$ cat src/rtl/vsync.sv
// Vertical timing generator for 640x480@60 VGA: line/frame counters, VGA_VSYNC and 120-row VPIXEL index.
// Build option: define VSYNC_ACTIVE_HIGH_EN for an active-high VGA_VSYNC pulse.
`timescale 1ns/1ps
module vsync #(
  parameter int CLKS_PER_LINE    = 1600,
  parameter int V_SYNC           = 2,
  parameter int V_BP             = 33,
  parameter int V_ACTIVE         = 480,
  parameter int V_FP             = 10,
  parameter int LINES_PER_VPIXEL = 4
) (
  input  logic       clk,
  input  logic       reset,
  output logic [6:0] VPIXEL,
  output logic       VGA_VSYNC
);

  localparam int LINES_TOTAL = V_SYNC + V_BP + V_ACTIVE + V_FP;

  localparam logic [10:0] CLK_LAST    = 11'(CLKS_PER_LINE - 1);
  localparam logic [9:0]  SYNC_LAST   = 10'(V_SYNC - 1);
  localparam logic [9:0]  BP_LAST     = 10'(V_SYNC + V_BP - 1);
  localparam logic [9:0]  ACTIVE_LAST = 10'(V_SYNC + V_BP + V_ACTIVE - 1);
  localparam logic [9:0]  LINE_LAST   = 10'(LINES_TOTAL - 1);
  localparam logic [1:0]  SUB_LAST    = 2'(LINES_PER_VPIXEL - 1);

`ifdef VSYNC_ACTIVE_HIGH_EN
  localparam logic SYNC_LEVEL = 1'b1;
`else
  localparam logic SYNC_LEVEL = 1'b0;
`endif

  typedef enum logic [1:0] {
    SYNC,
    BACK_PORCH,
    ACTIVE,
    FRONT_PORCH
  } state_t;

  logic [10:0] clk_cnt_reg, clk_cnt_next;
  logic [9:0]  line_cnt_reg, line_cnt_next;
  state_t      state_reg, state_next;
  logic [1:0]  sub_row_reg, sub_row_next;
  logic [6:0]  vpixel_reg, vpixel_next;
  logic        vsync_reg, vsync_next;
  logic        line_wrap;

  always_ff @(posedge clk or negedge reset) begin
    if (!reset) begin
      clk_cnt_reg  <= '0;
      line_cnt_reg <= '0;
      state_reg    <= SYNC;
      sub_row_reg  <= '0;
      vpixel_reg   <= '0;
      vsync_reg    <= SYNC_LEVEL;
    end else begin
      clk_cnt_reg  <= clk_cnt_next;
      line_cnt_reg <= line_cnt_next;
      state_reg    <= state_next;
      sub_row_reg  <= sub_row_next;
      vpixel_reg   <= vpixel_next;
      vsync_reg    <= vsync_next;
    end
  end

  always_comb begin
    line_wrap     = (clk_cnt_reg == CLK_LAST);
    clk_cnt_next  = clk_cnt_reg + 11'd1;
    line_cnt_next = line_cnt_reg;
    state_next    = state_reg;
    sub_row_next  = sub_row_reg;
    vpixel_next   = vpixel_reg;
    vsync_next    = vsync_reg;

    if (line_wrap) begin
      clk_cnt_next  = '0;
      line_cnt_next = (line_cnt_reg == LINE_LAST) ? 10'd0 : line_cnt_reg + 10'd1;

      // Transitions are keyed on the line being left, so outputs track the new line on this edge.
      case (state_reg)
        SYNC:        if (line_cnt_reg == SYNC_LAST)   state_next = BACK_PORCH;
        BACK_PORCH:  if (line_cnt_reg == BP_LAST)     state_next = ACTIVE;
        ACTIVE:      if (line_cnt_reg == ACTIVE_LAST) state_next = FRONT_PORCH;
        FRONT_PORCH: if (line_cnt_reg == LINE_LAST)   state_next = SYNC;
        default:     state_next = SYNC;
      endcase

      // Row index only advances while staying in ACTIVE; entering or leaving it restarts at row 0.
      if (state_reg == ACTIVE && state_next == ACTIVE) begin
        if (sub_row_reg == SUB_LAST) begin
          sub_row_next = '0;
          vpixel_next  = vpixel_reg + 7'd1;
        end else begin
          sub_row_next = sub_row_reg + 2'd1;
        end
      end else begin
        sub_row_next = '0;
        vpixel_next  = '0;
      end

      vsync_next = (state_next == SYNC) ? SYNC_LEVEL : ~SYNC_LEVEL;
    end
  end

  assign VPIXEL    = vpixel_reg;
  assign VGA_VSYNC = vsync_reg;

endmodule

$ cat config.mk
export PLATFORM = sky130hd
export DESIGN_NAME = vsync
export DESIGN_NICKNAME = d
export VERILOG_FILES = /design/src/rtl/vsync.sv
export SDC_FILE = /design/constraint.sdc
export NUM_CORES = 1
export LEC_CHECK = 0
export ABC_AREA = 1
export BUFFER_PORTS_ARGS = -buffer_cell sky130_fd_sc_hd__buf_4
export CELL_PAD_IN_SITES_DETAIL_PLACEMENT = 1
export CELL_PAD_IN_SITES_GLOBAL_PLACEMENT = 1
export CORE_MARGIN = 8
export CORE_UTILIZATION = 41
export DETAILED_ROUTE_END_ITERATION = 8
export PLACE_DENSITY_LB_ADDON = 0.1
export SETUP_SLACK_MARGIN = 0.15
export SYNTH_ARGS = -nofsm -noshare
export SYNTH_HDL_FRONTEND = slang
export SYNTH_SLANG_ARGS = --single-unit
$ cat constraint.sdc
create_clock -name clk -period 1.5 [get_ports clk]
set_input_delay 0.075 -clock clk [delete_from_list [all_inputs] [get_ports clk]]
set_output_delay 0.075 -clock clk [all_outputs]
set_load 0.05 [all_outputs]
==> results of run 1 <==
-- report_power, final --
part / switching, mW / leakage (nW) / internal, mW
sequential: 0 / 0.442 / 0.889
clock: 0.348 / 0.0450 / 0.322
combinational: 0.0184 / 0.802 / 0.00345
total: 0.367 / 1.29 / 1.21
-- cells in the mapped netlist --
cell type / number / area share
nand2_1: 59 / 0.12
dfrtp_1: 33 / 0.44
nor2_1: 28 / 0.057
inv_1: 26 / 0.052
nand3_1: 20 / 0.054
o21ai_0: 14 / 0.038
xor2_1: 9 / 0.042
ha_1: 7 / 0.047
nand4_1: 6 / 0.020
a21oi_1: 5 / 0.013
nor3_1: 5 / 0.013
nand3b_1: 3 / 0.012
nand2_2: 2 / 0.0067
nor4_1: 2 / 0.0067
or2_0: 2 / 0.0067
xnor2_1: 2 / 0.0094
buf_2: 1 / 0.0027
clkbuf_1: 1 / 0.0020
inv_2: 1 / 0.0020
nand3_4: 1 / 0.0094
nand4_2: 1 / 0.0067
nor2_2: 1 / 0.0034
nor2_4: 1 / 0.0061
nor3_4: 1 / 0.0088
o21ai_1: 1 / 0.0027
o21bai_1: 1 / 0.0040
o21bai_4: 1 / 0.010
-- metrics by stage --
stage          cell area [sq um]  power [mW]  utilization
6_report                    2725       1.581       0.6259
5_1_grt                     2725       1.634       0.6259
4_1_cts                     2666       1.610       0.6124
3_5_place_dp                2315      0.9280       0.5316
3_3_place_gp                2315      0.9275       0.5316
2_1_floorplan               1908      0.9067            -
-- layer usage --
| layer | GRT usage | share of wire |
|---|---|---|
| met4 | 0.06709 | 0.022 |
| met3 | 0.02930 | 0.027 |
| met1 | 0.1980 | 0.43 |
| met5 | 0 | 0 |
| met2 | 0.3006 | 0.52 |
-- critical path: stages, from the launching register on --
cell     delay, ns
dfrtp_1       0.38
ha_2          0.22
nand2_2       0.07
nor2_4        0.14
nand3_4       0.09
nor3_4        0.33
nand3_1       0.19
o21ai_0       0.23
a21oi_1       0.08
-- area by class of cell --
class	instances	share of cell area
Clock buffer	6	0.02663
Clock inverter	2	0.003673
Inverter	27	0.03903
Multi-Input combinational cell	172	0.4022
Sequential cell	33	0.3044
Tap cell	52	0.02388
Timing Repair Buffer	63	0.1974
Timing Repair inverter	1	0.002755
-- what timing repair did --
item                                    CTS  global route
gates resized for setup                  47             7
hold buffers                              1             0
endpoints found under the hold margin    33             0
cloned                                    2             0
buffers inserted                          9             5
endpoints found under the setup margin   31            32
pin swaps                                11            11
-- cells by family after synthesis --
family,after synthesis
compound gates,22
buf+inv,29
simple gates,132
fa+ha+maj,7
xor+xnor,11
flops,33
-- final timing paths --
| check | end | from | slack [ns] |
|---|---|---|---|
| setup / recovery | line_cnt_reg[4]$_DFFE_PN0N_ | clk_cnt_reg[1]$_DFF_PN0_ | -0.36 |
| hold / removal | line_cnt_reg[9]$_DFFE_PN0N_ | reset | 0.28 |
| setup reg to reg | line_cnt_reg[4]$_DFFE_PN0N_ | clk_cnt_reg[1]$_DFF_PN0_ | -0.36 |
| hold reg to reg | VGA_VSYNC$_DFFE_PN0N_ | VGA_VSYNC$_DFFE_PN0N_ | 0.50 |
| max in group asynchronous | VPIXEL[0]$_DFFE_PN0P_ | reset | 0.88 |
| min in group clk | VGA_VSYNC$_DFFE_PN0N_ | VGA_VSYNC$_DFFE_PN0N_ | 0.50 |
==> run metrics, run 1 <==
# H-tree levels=2; non-filler cells in the finished layout=356; FF-to-FF path depth=8; core box area=4354 sq um; FF+latch count, synth=33; max cap viols=0; largest net degree at the start of global routing=34; worst-path fanout max=5; drt pass-1 iters=4; Initial Util=0.4270; peak supply drop=400.7 uV; # port buffers=9; Min-Delay Path Class=primary input to async pin; crit path capture type=register; Post-Place Worst Slack=-0.1427 ns; Hold Fails Final Rpt=0; TritonCTS buffer count=5; Register Area=829.5 sq um; Leak=1.289 nW; antenna-violating nets left=0; dpl hpwl=3448 microns; # rows=24; Total Nets Final=312; Max Slew Vio Count=0; Die Area=6946 sq um; post-synthesis xor/xnor area fraction=0.05182; gr ovfl total=0; RSZ-0062 raised after global routing=yes; CP Launch Type=register; post-synthesis adder-cell area fraction=0.04711; DR WL/cell=16.72 microns; Max Buffers Root-to-Sink=2; Synth Area in Compound Gates=0.06797; initial drt markers=59; CTS clk-pin slew, worst paths=0.07 ns; Simple-Gate Fraction of Synth Area=0.3297; cell area after synthesis=1859 sq um; crit path kind=register to register; failing checks=setup timing; multi-input logic area=1096 sq um; # setup viols final=31; total wire length=5951 microns; number of top-level pins=10; Die Y=83.34 microns; DIE WIDTH=83.34 microns; most common cell after layout, fill and taps aside=buf_4; CTS tree=yes; clock skew=0.007973 ns; Placed Cells=331; Post-Syn Nets=243; Largest register FFs=11; Fmax=536.6 MHz; # fillers=497; crit share post-route=1.242; TNS Setup=-8.478 ns; crit path time final=1.863 ns; All-Layer GR Usage=0.1703; outcome=finished with violations; vias in the first global route=1975; combinational family with the most area after synthesis=simple AND/OR/NAND/NOR gates; via/cell ratio=5.087; WP data arrival=2.04 ns; power density cells=580.2 nW/um^2; share of cells above drive strength 1=0.3882; n_diodes=0; Yosys cell types=27; Min Hold Slack=0.2757 ns; antenna violations before repair=0; CP Data Required Time=1.68 ns; TritonCTS Sinks=33; root buffer cell=clkbuf_8; worst-margin pin slew=0.4564 ns; sequential cell area fraction in the yosys report=0.4441; Ys Warns=0; RD Place Congestion=0.7870; Post-Synthesis Cells=234; syn avg cell area=7.946 sq um; Slew HR=0.6957; area delta synth->final=46.57%; most frequent cells in the layout=buf_4, nand2_1, dfrtp_1; total number of vias=1811; PnR worst setup slack=-0.3634 ns; first-pass GRT wire length=9639 microns; worst skew pair latency=0.30 ns; drt drc=0; proportion of synthesized area in mux cells=0
(Power assumes the default switching activity.)
==> run 2: changes to the inputs <==
--- a/config.mk
+++ b/config.mk
@@ -7,13 +7,15 @@
 export LEC_CHECK = 0
 export ABC_AREA = 1
 export BUFFER_PORTS_ARGS = -buffer_cell sky130_fd_sc_hd__buf_4
+export CAP_MARGIN = 0
 export CELL_PAD_IN_SITES_DETAIL_PLACEMENT = 1
 export CELL_PAD_IN_SITES_GLOBAL_PLACEMENT = 1
 export CORE_MARGIN = 8
 export CORE_UTILIZATION = 41
 export DETAILED_ROUTE_END_ITERATION = 8
 export PLACE_DENSITY_LB_ADDON = 0.1
-export SETUP_SLACK_MARGIN = 0.15
+export SETUP_SLACK_MARGIN = 0.5
 export SYNTH_ARGS = -nofsm -noshare
 export SYNTH_HDL_FRONTEND = slang
 export SYNTH_SLANG_ARGS = --single-unit
+export TNS_END_PERCENT = 5
==> run 2 against run 1 <==
  * The flow still finishes with violations (setup timing)
  * Combinational power shrank 4%
  * Flip-flop and latch count stayed put
  * Power is 5.2% higher
  * Setup slack better by 0.098 ns
  * Worst hold slack worse by 0.011 ns
  * Largest cell class unchanged
  * Sequential share of layout area grew 3.1 points
  * Clock power increased by 12%
  * Clock skew is essentially flat
  * Wire length is 22% lower
  * Final cell count shrank 4.8%
  * Via count down 7.1%
  * Count of clock-buffer cells in the layout grew 1
  * Highest routed layer unchanged
==> run metrics, run 2 (synthesis gave the netlist of run 1 again) <==
design area=2472 sq um; Min Hold Slack=0.2651 ns; DR WL/cell=13.64 microns; root buffer cell=clkbuf_8; CTS tree=yes; Fmax=566.6 MHz; peak supply drop=538.5 uV; drt pass-1 iters=4; crit path capture type=register; antenna violations before repair=0; TNS Setup=-3.573 ns; largest net degree at the start of global routing=34; non-filler cells in the finished layout=339; crit path cell chain=ha_2, nand2_2, nor2_4, nand3_4, nor3_4, nand2_2, or2_0, a21oi_1; share of total power in the clock network=0.452; combinational share of power=0.013; # port buffers=9; Total Nets Final=295; Pwr Total=1.663 mW; Die Y=83.34 microns; max cap viols=0; power density cells=672.6 nW/um^2; first-pass GRT wire length=8383 microns; share of cells above drive strength 1=0.2892; number of top-level pins=10; cell mode on critical path=nand2_2; total number of vias=1683; Post-Place Worst Slack=-0.1530 ns; TritonCTS Sinks=33; Max stage delay on crit path=0.36 ns; Leak=1.190 nW; worst-margin pin slew=0.4369 ns; most frequent cells in the layout=nand2_1, buf_4, dfrtp_1; antenna-violating nets left=0; Max Slew Vio Count=0; register share of total power=0.535; CP Launch Type=register; DIE WIDTH=83.34 microns; Placed Cells=326; # setup viols final=21; clock skew=0.008422 ns; # rows=24; gr ovfl total=0; core box area=4354 sq um; All-Layer GR Usage=0.1459; FF-to-FF End=line_cnt_reg[3]$_DFFE_PN0N_; via/cell ratio=4.965; most common cell after layout, fill and taps aside=nand2_1; Reg2Reg Setup Slack=-0.26 ns; RD Place Congestion=0.8003; Initial Util=0.4270; Max Buffers Root-to-Sink=2; CP Data Required Time=1.71 ns; outcome=finished with violations; worst skew pair latency=0.29 ns; failing checks=setup timing; CP max-delay cell=dfrtp_1; initial drt markers=65; TritonCTS buffer count=5; FF-to-FF path depth=8; dpl hpwl=3365 microns; switching fraction of total power=0.2135; Largest register FFs=11; worst-path fanout max=4; area delta synth->final=32.97%; RSZ-0062 raised after global routing=yes; n_diodes=0; drt drc=0; reg2reg start=clk_cnt_reg[1]$_DFF_PN0_; switching pwr=355.1 uW; Min-Delay Path Class=primary input to async pin; Worst setup startpoint=clk_cnt_reg[1]$_DFF_PN0_; CTS clk-pin slew, worst paths=0.07 ns; # H-tree levels=2; Final Util=0.5678; total wire length=4624 microns; crit share post-route=1.177; Slew HR=0.7087; PnR worst setup slack=-0.2649 ns; Int Pwr=1.308 mW; crit path kind=register to register; WP data arrival=1.97 ns; crit path time final=1.765 ns; Die Area=6946 sq um; vias in the first global route=1748; Hold Fails Final Rpt=0; placed inst area=2246 sq um
==> run 2: changes by cell type in the layout (fill, tap and decap cells not counted), sizes merged <==
| cell | previous run | this run |
|---|---|---|
| clkinv | 2 | 1 |
| buf | 62 | 46 |
| clkinvlp | 1 | 0 |
| clkbuf | 6 | 7 |
==> run 2: worst max-delay path: cells and delay by family (launching register included) <==
family / cells / cell delay [ns]
flip-flops: 1 / 0.36
adder cells (fa/ha/maj): 1 / 0.19
AND/OR/NAND/NOR: 6 / 1.00
AO/OA/AOI/OAI: 1 / 0.14
==> run 2: final cells by class <==
cell class / instances / area, sq um
fill: 528 / 1882
clock inverter: 1 / 5.005
sequential: 33 / 828.3
inverter: 27 / 101.3
tap: 52 / 65.06
timing repair buffer: 47 / 390.4
multi-input combinational: 172 / 985.9
clock buffer: 7 / 96.34
==> run 2: timing repair <==
action | 4_1_cts | 5_1_grt
setup buffers | 0 | 4
endpoints found under the hold margin | 33 | 0
endpoints found under the setup margin | 37 | 40
hold buffers | 1 | 0
resized for setup | 11 | 20
cloned | 0 | 0
pin swaps | 3 | 7
==> run 2: worst max path at each step <==
stage,to,slack [ns],cells past startpoint
CTS,line_cnt_reg[3]$_DFFE_PN0N_,-0.17,8
global placement,VPIXEL[1]$_DFFE_PN0P_,-0.13,9
floorplan,VPIXEL[2]$_DFFE_PN0P_,-0.1,9
finish,line_cnt_reg[3]$_DFFE_PN0N_,-0.26,8
global route,line_cnt_reg[4]$_DFFE_PN0N_,-0.37,10
detailed placement,VPIXEL[4]$_DFFE_PN0P_,-0.15,9
==> run 2: power groups by stage <==
stage / combinational, mW / clock, mW / sequential, mW
floorplan: 0.000000457 / 0 / 0.907
global placement: 0.0210 / 0 / 0.906
detailed placement: 0.0212 / 0 / 0.906
CTS: 0.0231 / 0.776 / 0.889
global route: 0.0261 / 0.808 / 0.889
finish: 0.0210 / 0.752 / 0.889
==> run 2: per-layer routing <==
metal,global-route usage,part of all wire,up-vias
li1,-,-,863
met1,0.1852,0.48,805
met2,0.2277,0.48,11
met3,0.03809,0.024,4
met4,0.06070,0.014,0
met5,0,0,-
